[config.mk]
export PLATFORM = sky130hd
export DESIGN_NAME = uart_rx_capture
export DESIGN_NICKNAME = d
export VERILOG_FILES = /design/src/rtl/uart_rx_capture.sv
export SDC_FILE = /design/constraint.sdc
export NUM_CORES = 1
export LEC_CHECK = 0
export CORE_ASPECT_RATIO = 1.5
export CORE_MARGIN = 3
export CORE_UTILIZATION = 40
export DETAILED_ROUTE_END_ITERATION = 10
export PLACE_DENSITY = 0.57
export SLEW_MARGIN = 30
export SYNTH_ARGS = -nofsm -noshare
export SYNTH_HDL_FRONTEND = slang
export SYNTH_SLANG_ARGS = --single-unit
[constraint.sdc]
create_clock -name CLK_100MHz -period 1.82 [get_ports CLK_100MHz]
set_input_delay 0.182 -clock CLK_100MHz [delete_from_list [all_inputs] [get_ports CLK_100MHz]]
set_output_delay 0.182 -clock CLK_100MHz [all_outputs]
set_load 0.05 [all_outputs]
[src/rtl/uart_rx_capture.sv]
// uart_rx_capture
//   Receive-side capture for 8N1 UART frames. The RX line is synchronised, each bit is
//   sampled near its middle, and each good byte goes into a one-entry holding register.
//   VALID/CLEAR is the handshake with the consumer. FRAME_ERR and OVERRUN are sticky
//   error flags.
// Parameters
//   CLKS_PER_BIT  clocks per bit period (>= 4)
//   SYNC_STAGES   synchroniser depth on RX (>= 2)
// Ports
//   CLK_100MHz  in   system clock, rising edge
//   RESET_N     in   synchronous active-low reset
//   RX          in   asynchronous serial input, idle high
//   CLEAR       in   one-cycle pulse: consumer took DATA; clears VALID and the error flags
//   DATA        out  [7:0] last good byte received
//   VALID       out  DATA holds an unread byte
//   FRAME_ERR   out  sticky: a stop bit was sampled low
//   OVERRUN     out  sticky: a good byte was dropped because VALID was still set
//   RX_BUSY     out  FSM is not idle (registered)
module uart_rx_capture #(
  parameter int unsigned CLKS_PER_BIT = 868,
  parameter int unsigned SYNC_STAGES  = 2
) (
  input  logic       CLK_100MHz,
  input  logic       RESET_N,
  input  logic       RX,
  input  logic       CLEAR,
  output logic [7:0] DATA,
  output logic       VALID,
  output logic       FRAME_ERR,
  output logic       OVERRUN,
  output logic       RX_BUSY
);

  localparam int unsigned CntW = $clog2(CLKS_PER_BIT);
  localparam logic [CntW-1:0] HalfM1 = CntW'(CLKS_PER_BIT / 2 - 1);
  localparam logic [CntW-1:0] FullM1 = CntW'(CLKS_PER_BIT - 1);

  typedef enum logic [2:0] {StIdle, StStart, StData, StStop, StBreak} state_e;

  state_e                 state_q;
  logic [SYNC_STAGES-1:0] sync_q;
  logic [CntW-1:0]        cnt_q;
  logic [2:0]             idx_q;
  logic [7:0]             shift_q;
  logic                   rxs;

  assign rxs = sync_q[SYNC_STAGES-1];

  always_ff @(posedge CLK_100MHz) begin
    if (!RESET_N) begin
      sync_q    <= '1;
      state_q   <= StIdle;
      cnt_q     <= '0;
      idx_q     <= '0;
      shift_q   <= '0;
      DATA      <= '0;
      VALID     <= 1'b0;
      FRAME_ERR <= 1'b0;
      OVERRUN   <= 1'b0;
      RX_BUSY   <= 1'b0;
    end else begin
      sync_q <= {sync_q[SYNC_STAGES-2:0], RX};
      cnt_q  <= cnt_q + CntW'(1);

      // The consumer's CLEAR is applied first. A good capture below in the same cycle
      // overrides it, so the new byte loads and VALID stays high.
      if (CLEAR) begin
        VALID     <= 1'b0;
        FRAME_ERR <= 1'b0;
        OVERRUN   <= 1'b0;
      end

      unique case (state_q)
        StIdle: begin
          cnt_q <= '0;
          if (!rxs) begin
            state_q <= StStart;
            RX_BUSY <= 1'b1;
          end
        end
        StStart: begin
          if (cnt_q == HalfM1) begin
            cnt_q <= '0;
            if (!rxs) begin
              state_q <= StData;
              idx_q   <= '0;
            end else begin
              // The start bit did not last to mid-bit, so treat the low as a glitch.
              state_q <= StIdle;
              RX_BUSY <= 1'b0;
            end
          end
        end
        StData: begin
          if (cnt_q == FullM1) begin
            cnt_q          <= '0;
            shift_q[idx_q] <= rxs;
            idx_q          <= idx_q + 3'd1;
            if (idx_q == 3'd7) state_q <= StStop;
          end
        end
        StStop: begin
          if (cnt_q == FullM1) begin
            cnt_q <= '0;
            if (rxs) begin
              // Return to idle at mid stop bit so a back-to-back start edge is not missed.
              state_q <= StIdle;
              RX_BUSY <= 1'b0;
              if (!VALID || CLEAR) begin
                DATA  <= shift_q;
                VALID <= 1'b1;
              end else begin
                OVERRUN <= 1'b1;
              end
            end else begin
              FRAME_ERR <= 1'b1;
              state_q   <= StBreak;
            end
          end
        end
        StBreak: begin
          // Hold here until the line goes high, so a held-low line cannot retrigger.
          cnt_q <= '0;
          if (rxs) begin
            state_q <= StIdle;
            RX_BUSY <= 1'b0;
          end
        end
        default: begin
          state_q <= StIdle;
          RX_BUSY <= 1'b0;
        end
      endcase
    end
  end

endmodule

==> impl_metrics.env <==
export IMPL_status="complete, no violations"
export IMPL_max_slew_worst_pin_slew_ns=0.708
export IMPL_netlist_area_sq_mm=0.00184
export IMPL_placedCellCount=277
export IMPL_regArea_sq_um=762
export IMPL_io_buffer_count=15
export IMPL_clkSinkCount=38
export IMPL_cts_buffers=5
export IMPL_avgSynthCellArea_sq_um=8.83
export IMPL_routabilityCongestion=0.766
export IMPL_drc_errors=0
export IMPL_path_clk_slew_ns=0.07
export IMPL_highest_signal_layer="met4"
export IMPL_final_max_slew_viol_count=0
export IMPL_ys_warn_count=0
export IMPL_synth_nets=216
export IMPL_drtIter0Drc=69
export IMPL_drt_met1_wl_um=1690
export IMPL_relSlewSlack_pct=52.5
export IMPL_postSynth_asyncResetShare_pct=0
export IMPL_p_leak_nw=0.771
export IMPL_routed_wl_um=4220
export IMPL_synthTopCellsByArea="dfxtp_1 41%, nand2_1 5.1%, mux2i_1 4.4%"
export IMPL_cts_max_level=2
export IMPL_core_sq_mm=0.00432
export IMPL_synth_largest_area_cell="dfxtp_1"
export IMPL_synthCells=208
export IMPL_critPathArrivalTime_ns=1.91
export IMPL_root_buffer="clkbuf_8"
export IMPL_clk_latency_ns=0.28
export IMPL_crit_end="cnt_q[6]"
export IMPL_cts_hold_buf=0
export IMPL_ant_nets=0
export IMPL_grt_pass1_vias=1699
export IMPL_power_density_mw_per_mm2=688
export IMPL_setup_tns_ns=0
export IMPL_cts_tree="built"
export IMPL_yosysSeqAreaShare_pct=41.4
export IMPL_fin_ws_ns=0.0521
export IMPL_fin_area_sq_mm=0.00231
export IMPL_hold_class="register to register"
export IMPL_critPathLaunch="cnt_q[1]"
export IMPL_dp_final_hpwl_um=3220
export IMPL_drt_pass1_iterations=4
export IMPL_cts_buffer_depth=2
export IMPL_timing_fmax_ghz=0.566
export IMPL_hold_viol=0
export IMPL_fp_dieW_um=61.3
export IMPL_r2r_end="cnt_q[6]"
export IMPL_antenna_cells=0
export IMPL_synth_top_cell_area_share_pct=41.4
export IMPL_clock_skew_ns=0.00199
export IMPL_vias=1612
export IMPL_fin_cells=287
export IMPL_routed_wl_met3_um=112
export IMPL_pre_cts_ws_ns=0.0550
export IMPL_fillerInstances=398
export IMPL_rsz0062_at_grt="yes"
export IMPL_avgRoutedWirePerCell_um=14.7
export IMPL_finalCriticalPeriod_ns=1.77
export IMPL_synth_distinct_cells=45
export IMPL_maxCapViolations=0
export IMPL_io_pins=16
export IMPL_setup_viol=0
export IMPL_grt_ovfl_total=0
export IMPL_placed_area_sq_mm=0.00215
export IMPL_via_per_inst=5.62
export IMPL_irDropWorstVdd_v=0.000430
export IMPL_num_rows=29
export IMPL_cp_data_required_time_ns=1.96
export IMPL_rrSetupSlack_ns=0.05
export IMPL_dieHeight_um=89.0
export IMPL_grt_first_pass_wirelength_um=7240
export IMPL_initial_core_util_pct=42.5
export IMPL_rr_startpoint="cnt_q[1]"
export IMPL_synthTopCellsByCount="38 x dfxtp_1, 25 x nand2_1, 13 x a21oi_1, 13 x nor3_1, 12 x nand3_1"
export IMPL_reg2reg_depth=7
export IMPL_synth_ff_latch_count=38
export IMPL_syn2layout_area_growth_pct=26.0
export IMPL_antenna_found_initial=0
export IMPL_synth_most_common_cell="dfxtp_1"
export IMPL_end_kind="register"
export IMPL_crit_type="register to register"
export IMPL_grt_usage_pct=17.6
export IMPL_synth_edff_count=0
export IMPL_period_share_pct=97.1
export IMPL_worstSetupStartpointType="register"
export IMPL_dr_wl_met2_um=2310
export IMPL_multi_input_area_sq_mm=0.00105
export IMPL_nNetsFinal=248
export IMPL_ys_flop_type="dfxtp_1"
export IMPL_drive_above_1_share_pct=16.2
export IMPL_cp_max_fo=10
export IMPL_dieArea_sq_mm=0.00546
export IMPL_grt_max_degree=17
-- state kept, by name (all words and copies together), names as in the netlist, 2 cells and up --
| name | count |
|---|---|
| state_q | 3 |
| cnt_q | 10 |
| shift_q | 8 |
| idx_q | 3 |
| sync_q | 2 |
| DATA | 8 |
-- metrics by stage --
stage	hold slack, ns	total power [mW]	util (%)
floorplan	0.261	0.917	-
global placement	0.395	0.948	49.7
detailed placement	0.395	0.949	49.7
CTS	0.413	1.62	52.2
global route	0.451	1.66	53.6
finish	0.410	1.59	53.6
-- layout by cell type (no fill, tap or decap), drive strengths merged, types with 2 or more instances in the layout --
cell type and n:
a32o 2, buf 22, nand3b 3, o211ai 2, inv 4, nand4 7, o22ai 3, mux2i 8
clkbuf 8, xnor2 4, o31ai 3, nor3b 2, nand2 25, o21ai 10, nor3 14, a21oi 13
xor2 5, clkdlybuf4s50 15, dfxtp 38, nor2 4, nor2b 4, nor4b 2, nand2b 7, ha 4
nand3 12, and4 2
-- worst max-delay path, cell delays in order (launching register included) --
cell and delay [ns]:
dfxtp_1 0.31, inv_1 0.05, ha_1 0.14, nand4b_1 0.12, or4b_4 0.53, a211oi_4 0.26, buf_6 0.17, nor3_1 0.06
-- report_power, final --
| group | leakage (nW) | switching [mW] | total, mW | internal (mW) |
|---|---|---|---|---|
| combinational | 0.406 | 0.0500 | 0.0851 | 0.0351 |
| sequential | 0.307 | 0.00654 | 0.846 | 0.839 |
| clock | 0.0575 | 0.280 | 0.662 | 0.382 |
-- layout make-up --
type                       count  share of cell area [%]
tap                           46                    2.49
clock buffer                   8                    4.76
inverter                       4                   0.649
timing repair buffer          37                    13.9
sequential                    38                    32.9
multi-input combinational    154                    45.2
-- kinds of logic after synthesis --
logic type / after synthesis / synth area share, %
AO/OA/AOI/OAI: 39 / 14.0
XOR/XNOR: 9 / 4.29
adder cells (fa/ha/maj): 5 / 3.27
buffers and inverters: 16 / 3.47
flip-flops: 38 / 41.4
multiplexers: 8 / 4.36
AND/OR/NAND/NOR: 93 / 29.2
-- what timing repair did --
item,CTS,global route
endpoints found under the setup margin,0,22
resized for setup,0,7
buffers inserted,0,2
endpoints found under the hold margin,0,0
-- routing by layer --
metal	vias up	GRT usage, %
li1	817	-
met1	764	17.5
met2	22	32.8
met3	9	4.62
met4	0	8.30
met5	-	0
-- worst min path at each step --
stage                     end  cells past startpoint  slack, ns  startpoint
floorplan             OVERRUN                      1       0.26       CLEAR
global placement    sync_q[1]                      1       0.40   sync_q[0]
detailed placement  sync_q[1]                      1       0.39   sync_q[0]
CTS                 sync_q[1]                      1       0.41   sync_q[0]
global route        sync_q[1]                      1       0.45   sync_q[0]
finish              sync_q[1]                      1       0.41   sync_q[0]
(Power assumes the default switching activity.)
